--- config.mk ---
export PLATFORM = sky130hd
export DESIGN_NAME = pipeline_ctrl
export DESIGN_NICKNAME = d
export VERILOG_FILES = /design/src/rtl/riscv_ctrl_pkg.sv /design/src/rtl/ctrl_decoder.sv /design/src/rtl/pipeline_ctrl.sv
export SDC_FILE = /design/constraint.sdc
export NUM_CORES = 1
export LEC_CHECK = 0
export CAP_MARGIN = 20
export CORE_MARGIN = 3
export CORE_UTILIZATION = 24
export CTS_BUF_LIST = sky130_fd_sc_hd__clkbuf_8
export DETAILED_ROUTE_END_ITERATION = 16
export HOLD_SLACK_MARGIN = 0.05
export PLACE_DENSITY = 0.88
export SKIP_CTS_REPAIR_TIMING = 1
export SLEW_MARGIN = 0
export SYNTH_ARGS = -nofsm -noshare
export SYNTH_HDL_FRONTEND = slang
export SYNTH_SLANG_ARGS = --single-unit
--- constraint.sdc ---
create_clock -name clk -period 5.5 [get_ports clk]
set_clock_uncertainty 0.2 [all_clocks]
set_input_delay 1.1 -clock clk [delete_from_list [all_inputs] [get_ports clk]]
set_output_delay 1.1 -clock clk [all_outputs]
set_load 0.01 [all_outputs]
--- src/rtl/riscv_ctrl_pkg.sv ---
// Shared constants and types for the pipeline control slice:
// opcodes, ALU ops, write-back sources and controller states.
package riscv_ctrl_pkg;

  localparam int unsigned XLEN  = 32;
  localparam int unsigned OPC_W = 5;
  localparam int unsigned REG_W = 5;
  localparam int unsigned ALU_W = 4;
  localparam int unsigned WB_W  = 2;

  // Major opcodes, instruction bits [6:2]
  localparam logic [OPC_W-1:0] OPC_LOAD   = 5'b00000;
  localparam logic [OPC_W-1:0] OPC_OP_IMM = 5'b00100;
  localparam logic [OPC_W-1:0] OPC_AUIPC  = 5'b00101;
  localparam logic [OPC_W-1:0] OPC_STORE  = 5'b01000;
  localparam logic [OPC_W-1:0] OPC_OP     = 5'b01100;
  localparam logic [OPC_W-1:0] OPC_LUI    = 5'b01101;
  localparam logic [OPC_W-1:0] OPC_BRANCH = 5'b11000;
  localparam logic [OPC_W-1:0] OPC_JALR   = 5'b11001;
  localparam logic [OPC_W-1:0] OPC_JAL    = 5'b11011;

  typedef enum logic [ALU_W-1:0] {
    ALU_ADD    = 4'd0,
    ALU_SUB    = 4'd1,
    ALU_SLL    = 4'd2,
    ALU_SLT    = 4'd3,
    ALU_SLTU   = 4'd4,
    ALU_XOR    = 4'd5,
    ALU_SRL    = 4'd6,
    ALU_SRA    = 4'd7,
    ALU_OR     = 4'd8,
    ALU_AND    = 4'd9,
    ALU_PASS_B = 4'd10
  } alu_op_e;

  typedef enum logic [WB_W-1:0] {
    WB_ALU = 2'd0,
    WB_MEM = 2'd1,
    WB_PC4 = 2'd2
  } wb_sel_e;

  typedef enum logic [1:0] {
    S_RUN      = 2'd0,
    S_MEM_WAIT = 2'd1,
    S_LOAD_USE = 2'd2,
    S_REDIRECT = 2'd3
  } state_e;

  typedef struct packed {
    alu_op_e alu_op;
    logic    a_sel;
    logic    b_sel;
  } dec_ctrl_t;

  // Opcodes that produce a register-file result
  function automatic logic writes_rd(input logic [OPC_W-1:0] opc);
    case (opc)
      OPC_LOAD, OPC_OP_IMM, OPC_AUIPC, OPC_OP,
      OPC_LUI, OPC_JALR, OPC_JAL: return 1'b1;
      default:                    return 1'b0;
    endcase
  endfunction

endpackage

--- src/rtl/ctrl_decoder.sv ---
// Decode-stage ALU operation and operand selects; purely combinational.
module ctrl_decoder
  import riscv_ctrl_pkg::*;
(
  input  logic [OPC_W-1:0] opcode,
  input  logic [2:0]       funct3,
  input  logic             funct7_b5,
  output dec_ctrl_t        ctrl
);

  always_comb begin
    ctrl.alu_op = ALU_ADD;
    ctrl.a_sel  = 1'b1;
    ctrl.b_sel  = 1'b1;
    case (opcode)
      OPC_OP, OPC_OP_IMM: begin
        ctrl.b_sel = (opcode == OPC_OP_IMM);
        case (funct3)
          3'b000: begin
            // Immediate form has no subtract; bit 30 is immediate data there
            if (opcode == OPC_OP && funct7_b5) ctrl.alu_op = ALU_SUB;
            else                               ctrl.alu_op = ALU_ADD;
          end
          3'b001: ctrl.alu_op = ALU_SLL;
          3'b010: ctrl.alu_op = ALU_SLT;
          3'b011: ctrl.alu_op = ALU_SLTU;
          3'b100: ctrl.alu_op = ALU_XOR;
          3'b101: begin
            if (funct7_b5) ctrl.alu_op = ALU_SRA;
            else           ctrl.alu_op = ALU_SRL;
          end
          3'b110: ctrl.alu_op = ALU_OR;
          default: ctrl.alu_op = ALU_AND;
        endcase
      end
      OPC_BRANCH, OPC_JAL, OPC_AUIPC: ctrl.a_sel  = 1'b0;
      OPC_LUI:                        ctrl.alu_op = ALU_PASS_B;
      default: ;
    endcase
  end

endmodule

--- src/rtl/pipeline_ctrl.sv ---
// Pipeline controller: decode control, forwarding, memory-wait/load-use
// stalls and jump/branch redirect sequencing.
module pipeline_ctrl
  import riscv_ctrl_pkg::*;
(
  input  logic             clk,
  input  logic             rst,
  input  logic [XLEN-1:0]  instruction,
  input  logic [XLEN-1:0]  instruction_ppl,
  input  logic             br_taken,
  input  logic             dmem_ready,
  output logic [ALU_W-1:0] ALUctrl,
  output logic             A_sel,
  output logic             B_sel,
  output logic             forw_a,
  output logic             forw_b,
  output logic             reg_wr,
  output logic [WB_W-1:0]  wb_sel,
  output logic             dmem_req,
  output logic             dmem_we,
  output logic             stall,
  output logic             flush
);

  dec_ctrl_t        dec_ctrl;
  logic [OPC_W-1:0] dec_opc, ex_opc;
  logic [REG_W-1:0] rs1, rs2, ex_rd;
  logic             ex_load, ex_store, ex_mem, ex_wr;
  logic             dec_redirect, ld_use_hit, fwd_a_raw, fwd_b_raw;
  wb_sel_e          ex_wb;
  state_e           state, state_nxt;
  logic             unused_bits;

  ctrl_decoder u_dec (
    .opcode    (dec_opc),
    .funct3    (instruction[14:12]),
    .funct7_b5 (instruction[30]),
    .ctrl      (dec_ctrl)
  );

  assign ALUctrl = dec_ctrl.alu_op;
  assign A_sel   = dec_ctrl.a_sel;
  assign B_sel   = dec_ctrl.b_sel;

  assign dec_opc = instruction[6:2];
  assign rs1     = instruction[19:15];
  assign rs2     = instruction[24:20];
  assign ex_opc  = instruction_ppl[6:2];
  assign ex_rd   = instruction_ppl[11:7];

  assign unused_bits = ^{instruction[31], instruction[29:25], instruction[11:7],
                         instruction[1:0], instruction_ppl[31:12], instruction_ppl[1:0]};

  assign ex_load  = (ex_opc == OPC_LOAD);
  assign ex_store = (ex_opc == OPC_STORE);
  assign ex_mem   = ex_load | ex_store;
  assign ex_wr    = writes_rd(ex_opc) && (ex_rd != '0);

  assign fwd_a_raw  = ex_wr && !ex_load && (ex_rd == rs1);
  assign fwd_b_raw  = ex_wr && !ex_load && (ex_rd == rs2);
  assign ld_use_hit = ex_load && ex_wr && ((ex_rd == rs1) || (ex_rd == rs2));

  assign dec_redirect = (dec_opc == OPC_JAL) || (dec_opc == OPC_JALR) ||
                        ((dec_opc == OPC_BRANCH) && br_taken);

  always_comb begin
    if (ex_load)                                    ex_wb = WB_MEM;
    else if (ex_opc == OPC_JAL || ex_opc == OPC_JALR) ex_wb = WB_PC4;
    else                                            ex_wb = WB_ALU;
  end

  always_ff @(posedge clk or posedge rst) begin
    if (rst) state <= S_RUN;
    else     state <= state_nxt;
  end

  // Next state and Mealy outputs; reset forces everything idle immediately
  always_comb begin
    state_nxt = state;
    stall     = 1'b0;
    flush     = 1'b0;
    reg_wr    = 1'b0;
    dmem_req  = 1'b0;
    dmem_we   = 1'b0;
    forw_a    = fwd_a_raw;
    forw_b    = fwd_b_raw;
    wb_sel    = ex_wb;

    case (state)
      S_RUN, S_MEM_WAIT: begin
        state_nxt = S_RUN;
        if (ex_mem) begin
          dmem_req = 1'b1;
          dmem_we  = ex_store;
          if (!dmem_ready) begin
            stall     = 1'b1;
            state_nxt = S_MEM_WAIT;
          end else if (ld_use_hit) begin
            stall     = 1'b1;
            reg_wr    = 1'b1;
            state_nxt = S_LOAD_USE;
          end else begin
            reg_wr = ex_load && ex_wr;
          end
        end else begin
          reg_wr = ex_wr;
        end
        if (!stall && dec_redirect) state_nxt = S_REDIRECT;
      end
      S_LOAD_USE: begin
        // Load still sits in execute; its data is already in the register file
        forw_a    = 1'b0;
        forw_b    = 1'b0;
        state_nxt = dec_redirect ? S_REDIRECT : S_RUN;
      end
      default: begin
        flush     = 1'b1;
        reg_wr    = ex_wr && !ex_mem;
        state_nxt = S_RUN;
      end
    endcase

    if (rst) begin
      state_nxt = S_RUN;
      stall     = 1'b0;
      flush     = 1'b0;
      reg_wr    = 1'b0;
      dmem_req  = 1'b0;
      dmem_we   = 1'b0;
      forw_a    = 1'b0;
      forw_b    = 1'b0;
      wb_sel    = WB_ALU;
    end
  end

endmodule

==> flow_summary_export.csv, run 1 <==
group,metric,value,unit
grt,grt_pass1_vias,756,
clock_network,cts-root-buf,"clkbuf_8",
floorplan,initial_core_util,27.3,%
critical_path,cp_slowest_cell,"or4_1",
critical_path,slowest_delay,0.65,ns
synthesis,synthCells,82,
timing,period_minus_slack,4.70,ns
cells_and_area,drive_gt1_share,5.38,%
critical_path,crit_type,"input port to output pin",
timing,slew_headroom,72.4,%
cells_and_area,regMostFlops,"state",
cells_and_area,antenna_cells,0,
timing,fin_crit_sh,85.4,%
floorplan,ios,83,
clock_network,cts_buffer_depth,2,
drt,vias,751,
critical_path,cpMostUsedCell,"clkdlybuf4s50_1",
placed_design,dpl_cell_area,1000,um2
drt,route.detailed.drc,0,
synthesis,seq_area_frac_synth,9.88,%
placed_design,dp_slack,0.808,ns
floorplan,core-area,1860,um2
clock_network,htreeDepth,1,
placed_design,dp_hpwl,1.73,mm
critical_path,endpoint,"stall",
drt,wire_per_inst,12.5,um
timing,fin_ws,0.805,ns
cells_and_area,largest_reg_flops,2,
flow_run,cap_violations,0,
critical_path,worstSetupEndpointType,"output pin",
synthesis,synth.avg_cell_area,6.18,um2
placed_design,place_inst,152,
critical_path,cp_max_fo,6,
cells_and_area,layout.nets,200,
critical_path,r2r_cells,5,
critical_path,required,4.20,ns
clock_network,cts_made_buffers,3,
cells_and_area,syn_to_final_growth,105,%
timing,hold_viol,0,
cells_and_area,final_common_cell,"clkdlybuf4s50_1",
floorplan,die_area,2700,um2
timing,setup_viol,0,
drt,postRouteAntennaNets,0,
floorplan,chipHeight,52.0,um
clock_network,clock-sinks,2,
critical_path,timing.rr.end,"state[0]",
status,status,"finished clean",
clock_network,clk_pin_slew,0.03,ns
synthesis,netlist_area,507,um2
grt,antenna_found_initial,0,
drt,wirelength,1.95,mm
critical_path,critical_path_depth,6,
critical_path,worst_ep_arrival_time,3.40,ns
placed_design,port_buffers,47,
floorplan,rows,15,
cells_and_area,reg_top3,"state (2)",
floorplan,die_x,52.0,um
synthesis,synth_edf_count,0,
critical_path,critical_path.top_delay_family,"buffers and inverters",
critical_path,worstReg2RegStart,"state[1]",
timing,rsz0062_at_grt,"no",
grt,overflow,0,
drt,drt_pass1_iterations,4,
critical_path,critPathBufInv,2,
timing,setup-tns-final,0,ns
worst_hold_path,hp-class,"flop to flop",
cells_and_area,utilization,56.0,%
critical_path,startpoint_type,"input port",
clock_network,clk_latency,0.20,ns
synthesis,ys.flop_type,"dfrtp_1",
synthesis,syn-num-nets,150,
grt,grt_max_degree,11,
drt,first_iter_violations,8,
timing,max_freq,213,MHz
timing,tightest_slew,0.411,ns
grt,grt.total_usage,15.3,%
power_and_ir_drop,p_total,0.126,mW
critical_path,crit_start,"instruction_ppl[6]",
grt,grt_pass1_wl,3.16,mm
clock_network,cts_tree,"built",
power_and_ir_drop,power_density,121,nW/um2
cells_and_area,final_cell_area,1040,um2
synthesis,ys_seq_elements,2,
placed_design,gp_congestion,0.804,
synthesis,synth-async-reset-ratio,100,%
power_and_ir_drop,ir_drop,0.0505,mV
cells_and_area,fin_cells,155,
power_and_ir_drop,p_leak,0.383,nW
drt,vias_per_cell,4.85,
synthesis,yosysWarningCount,0,
timing,hold_ws,0.392,ns
timing,slew_violations,0,
synthesis,synth_cell_types,28,
critical_path,crit_chain,"clkdlybuf4s50_1 > or4_1 > a211oi_2 > a21bo_2 > a21boi_2 > clkdlybuf4s50_1",
critical_path,rrSetupSlack,4.11,ns
cells_and_area,final_cell_mix,"clkdlybuf4s50_1 (47), nor2_1 (17), nand2_1 (13)",
## synth_stat cells, types with 2 or more instances
cell / count / area [um2]
a211oi_1: 2 / 15.0
a21oi_1: 3 / 15.0
dfrtp_1: 2 / 50.1
nand2_1: 13 / 48.8
nand3_1: 3 / 15.0
nor2_1: 17 / 63.8
nor2b_1: 2 / 12.5
nor3_1: 8 / 40.0
o21ai_0: 5 / 25.0
xnor2_1: 4 / 35.0
xor2_1: 6 / 52.6
## cells by family (layout without fill, tap and decap cells)
kind of cell,after synthesis,in the layout,synth area share [%]
buffers and inverters,3,51,2.47
AO/OA/AOI/OAI,16,16,22.0
flip-flops,2,2,9.88
AND/OR/NAND/NOR,49,49,44.2
XOR/XNOR,10,10,17.3
multiplexers,2,2,4.20
## area by class of cell
type / count / area (um2)
well taps: 25 / 31.3
flip-flops and latches: 2 / 50.0
repair buffers: 47 / 470
clock buffers: 3 / 41.3
multi-input cells: 77 / 444
fillers: 159 / 817
inverters: 1 / 3.75
## how the worst min path moves through the flow
stage | cells after the start | startpoint | end
5_1_grt | 3 | state[1] | state[0]
3_3_place_gp | 3 | state[1] | state[0]
2_1_floorplan | 3 | state[1] | state[0]
3_5_place_dp | 3 | state[1] | state[0]
6_report | 3 | state[1] | state[0]
4_1_cts | 3 | state[1] | state[0]
## power by group
group	internal, mW	switching, mW	total [mW]
Clock	0.0461	0.00987	0.0560
Sequential	0.0152	0.000262	0.0155
Combinational	0.0325	0.0218	0.0544
Total	0.0939	0.0320	0.126
## routing by layer
metal | global-route usage (%) | vias up | part of all wire [%]
met5 | 0 | - | 0
met4 | 6.55 | 0 | 0.72
met3 | 3.15 | 2 | 6.1
met2 | 27.8 | 27 | 54
met1 | 16.9 | 336 | 39
li1 | - | 386 | -
## worst reg2reg max path, delay by kind of cell (launching register included)
family | cells | cell delay, ns
flops | 1 | 0.38
simple gates | 3 | 0.51
compound gates | 2 | 0.20
Note: power is estimated with default switching activity, not from simulation.
==> inputs of run 2 (changes only) <==
Settings changed: CORE_MARGIN 3 to 10, SKIP_LAST_GASP set to 1.
==> flow_summary_export.csv, run 2 (synthesis results as in run 1) <==
group,metric,value,unit
clock_network,htreeDepth,1,
cells_and_area,multi_input_area,444,um2
cells_and_area,final_cell_area,1040,um2
cells_and_area,final_common_cell,"clkdlybuf4s50_1",
placed_design,dp_hpwl,1.93,mm
grt,overflow,0,
floorplan,core-area,1980,um2
grt,grt_pass1_wl,3.33,mm
placed_design,gp_congestion,0.808,
timing,rsz0062_at_grt,"no",
drt,vias,761,
drt,first_iter_violations,18,
placed_design,dp_slack,0.825,ns
floorplan,rows,16,
power_and_ir_drop,ir_drop,0.0657,mV
cells_and_area,final_cell_mix,"clkdlybuf4s50_1 (47), nor2_1 (17), nand2_1 (13)",
flow_run,cap_violations,0,
power_and_ir_drop,p_leak,0.383,nW
floorplan,die_x,66.0,um
clock_network,clk_pin_slew,0.03,ns
cells_and_area,syn_to_final_growth,106,%
grt,grt_max_degree,11,
critical_path,rrSetupSlack,4.04,ns
clock_network,cts_buffer_depth,2,
critical_path,slowest_delay,0.65,ns
timing,period_minus_slack,4.70,ns
cells_and_area,regMostFlops,"state",
cells_and_area,fillers,178,
timing,slew_violations,0,
clock_network,clk_latency,0.21,ns
drt,vias_per_cell,4.85,
clock_network,clock-sinks,2,
cells_and_area,drive_gt1_share,5.38,%
timing,fin_crit_sh,85.5,%
critical_path,crit_type,"input port to output pin",
cells_and_area,regArea,50.0,um2
clock_network,cts_made_buffers,3,
cells_and_area,largest_reg_flops,2,
timing,fin_ws,0.797,ns
critical_path,cpMostUsedCell,"clkdlybuf4s50_1",
cells_and_area,antenna_cells,0,
drt,wirelength,2.19,mm
critical_path,startpoint_type,"input port",
floorplan,chipHeight,66.0,um
clock_network,cts_tree,"built",
power_and_ir_drop,power_density,120,nW/um2
placed_design,dpl_cell_area,1000,um2
drt,route.detailed.drc,0,
timing,hold_ws,0.411,ns
grt,antenna_found_initial,0,
floorplan,ios,83,
drt,postRouteAntennaNets,0,
timing,setup-tns-final,0,ns
clock_network,cts-root-buf,"clkbuf_8",
critical_path,r2r_cells,5,
critical_path,worstSetupEndpointType,"output pin",
drt,drt_pass1_iterations,4,
worst_hold_path,min_path_cells,3,
critical_path,worst_ep_arrival_time,3.40,ns
worst_hold_path,hp-class,"flop to flop",
grt,grt.total_usage,9.42,%
floorplan,initial_core_util,25.6,%
timing,setup_viol,0,
timing,hold_viol,0,
floorplan,die_area,4350,um2
critical_path,crit_chain,"clkdlybuf4s50_1 > or4_1 > a211oi_2 > a21bo_2 > a21boi_2 > clkdlybuf4s50_1",
timing,slew_headroom,70.9,%
critical_path,cp_max_fo,6,
cells_and_area,utilization,52.7,%
grt,grt_pass1_vias,775,
timing,max_freq,213,MHz
placed_design,port_buffers,47,
cells_and_area,reg_top3,"state (2)",
timing,tightest_slew,0.432,ns
critical_path,cp_slowest_cell,"or4_1",
critical_path,required,4.20,ns
drt,wire_per_inst,13.9,um
cells_and_area,layout.nets,200,
status,status,"finished clean",
run 2: cell counts in the layout (fill, tap and decap cells not counted):
No cell type changed its count.
run 2: final timing paths:
kind,startpoint,endpoint
min reg2reg,state[1],state[0]
max in group asynchronous,rst,state[0]
min,state[1],state[0]
min in group asynchronous,rst,state[1]
max reg2reg,state[1],state[0]
max,instruction_ppl[6],stall
run 2: cell type report:
type,instances,area share [%]
well taps,27,3.24
clock buffers,3,3.96
flip-flops and latches,2,4.80
multi-input cells,77,42.6
inverters,1,0.360
repair buffers,47,45.1
run 2: worst max-delay path, delay by kind of cell:
family                 cells  cell delay [ns]
buffers and inverters      2             0.97
AO/OA/AOI/OAI              3             0.67
AND/OR/NAND/NOR            1             0.65
run 2: per-stage QoR:
step	total power, mW	instances
6_report	0.125	157
5_1_grt	0.133	157
4_1_cts	0.126	157
3_5_place_dp	0.0694	154
3_3_place_gp	0.0677	154
2_1_floorplan	0.0343	82
run 2: layer usage:
layer  vias up  track usage (%)  wire length [um]
li1        389                -                 -
met1       349             8.77               821
met2        23             17.6              1200
met3         0             3.05               161
met4         0             5.24                 0
met5         -                0                 0
run 2: power breakdown:
| group | switching, mW | internal, mW | total, mW |
|---|---|---|---|
| combinational | 0.0214 | 0.0325 | 0.0540 |
| sequential | 0.000280 | 0.0152 | 0.0155 |
| clock | 0.00978 | 0.0461 | 0.0559 |
| total | 0.0315 | 0.0938 | 0.125 |
==> inputs of run 3 (changes only) <==
Settings changed: CORE_ASPECT_RATIO set to 0.9.
==> flow_summary_export.csv, run 3 (synthesis results as in run 1) <==
group,metric,value,unit
power_and_ir_drop,p_seq_share,12.3,%
grt,gr-usage-met1,10.7,%
floorplan,rows,15,
power_and_ir_drop,p_sw_share,25.8,%
clock_network,clk_latency,0.21,ns
placed_design,dp_slack,0.794,ns
timing,hold_viol,0,
grt,grt_max_degree,11,
cells_and_area,regMostFlops,"state",
timing,slew_violations,0,
power_and_ir_drop,netSwitchingPower,0.0326,mW
floorplan,ios,83,
placed_design,place_inst,152,
timing,max_freq,212,MHz
placed_design,port_buffers,47,
clock_network,htreeDepth,1,
timing,setup-tns-final,0,ns
drt,drt_pass1_iterations,4,
cells_and_area,final_common_cell,"clkdlybuf4s50_1",
clock_network,cts_made_buffers,3,
floorplan,initial_core_util,25.7,%
grt,overflow,0,
power_and_ir_drop,p_total,0.127,mW
critical_path,required,4.20,ns
cells_and_area,drive_gt1_share,5.38,%
cells_and_area,fillers,196,
cells_and_area,layout.nets,200,
cells_and_area,fin_cells,155,
critical_path,startpoint_type,"input port",
grt,grt_pass1_wl,3.69,mm
cells_and_area,reg_top3,"state (2)",
power_and_ir_drop,p_leak,0.383,nW
grt,grtUsageMet2,19.8,%
cells_and_area,antenna_cells,0,
critical_path,r2r_cells,5,
drt,wire_per_inst,15.0,um
flow_run,cap_violations,0,
timing,fin_crit_sh,85.7,%
drt,first_iter_violations,27,
power_and_ir_drop,combPwrFrac,43.3,%
worst_hold_path,min_path_cells,3,
grt,use_met3,2.30,%
power_and_ir_drop,ir_drop,0.0701,mV
grt,top_usage_layer,"met2",
clock_network,cts_tree,"built",
timing,fin_ws,0.789,ns
grt,grt_pass1_vias,808,
placed_design,dp_hpwl,2.05,mm
floorplan,core-area,1970,um2
timing,period_minus_slack,4.71,ns
clock_network,clk_pin_slew,0.03,ns
floorplan,die_area,4350,um2
placed_design,gp_congestion,0.888,
timing,setup_viol,0,
drt,route.detailed.drc,0,
status,status,"finished clean",
grt,antenna_found_initial,0,
drt,vias,767,
power_and_ir_drop,p_int,0.0939,mW
worst_hold_path,hp-class,"flop to flop",
critical_path,cp_max_fo,6,
drt,vias_per_cell,4.95,
clock_network,clock-sinks,2,
cells_and_area,final_cell_mix,"clkdlybuf4s50_1 (47), nor2_1 (17), nand2_1 (13)",
cells_and_area,syn_to_final_growth,105,%
timing,hold_ws,0.408,ns
drt,postRouteAntennaNets,0,
critical_path,crit_type,"input port to output pin",
critical_path,worstSetupEndpointType,"output pin",
timing,tightest_slew,0.379,ns
timing,rsz0062_at_grt,"no",
grt,grt.total_usage,10.8,%
power_and_ir_drop,power_density,122,nW/um2
timing,slew_headroom,74.5,%
clock_network,cts_buffer_depth,2,
floorplan,chipHeight,63.6,um
clock_network,cts-root-buf,"clkbuf_8",
drt,wirelength,2.32,mm
power_and_ir_drop,pwr-share-clk,44.4,%
critical_path,worst_ep_arrival_time,3.41,ns
floorplan,die_x,68.4,um
cells_and_area,largest_reg_flops,2,
[run 3: final cells by class]
class | count | area [um2] | share of cell area, %
timing repair buffer | 47 | 470 | 45.2
multi-input combinational | 77 | 444 | 42.7
sequential | 2 | 50.0 | 4.81
clock buffer | 3 | 41.3 | 3.97
tap | 25 | 31.3 | 3.00
inverter | 1 | 3.75 | 0.361
[run 3: layer usage]
| metal | vias up | wire length [um] |
|---|---|---|
| met5 | - | 0 |
| met4 | 0 | 48 |
| met3 | 4 | 120 |
| met2 | 28 | 1300 |
| met1 | 346 | 844 |
| li1 | 389 | - |
[run 3: power groups by stage]
stage | Combinational (mW) | Sequential, mW | Clock, mW
final | 0.0548 | 0.0155 | 0.0562
after global routing | 0.0598 | 0.0155 | 0.0606
after CTS | 0.0548 | 0.0155 | 0.0579
after detailed placement | 0.0545 | 0.0156 | 0
after global placement | 0.0524 | 0.0156 | 0
after floorplan | 0.0188 | 0.0155 | 0
[run 3: worst max-delay path, stage by stage]
cell and delay, ns:
clkdlybuf4s50_1 0.43, or4_1 0.65, a211oi_2 0.27, a21bo_2 0.27
a21boi_2 0.14, clkdlybuf4s50_1 0.55
[run 3: path summary, 6_finish.rpt]
kind                               startpoint       end  slack (ns)
setup / recovery           instruction_ppl[6]     stall        0.79
hold / removal                       state[1]  state[0]        0.41
setup reg to reg                     state[1]  state[0]        4.11
hold reg to reg                      state[1]  state[0]        0.41
max in group asynchronous                 rst  state[1]        3.90
min in group asynchronous                 rst  state[0]        1.06
[run 3: stage by stage]
step	instance area (um2)	utilization, %
2_1_floorplan	507	-
3_3_place_gp	1000	50.7
6_report	1040	52.8
5_1_grt	1040	52.8
3_5_place_dp	1000	50.7
4_1_cts	1040	52.8
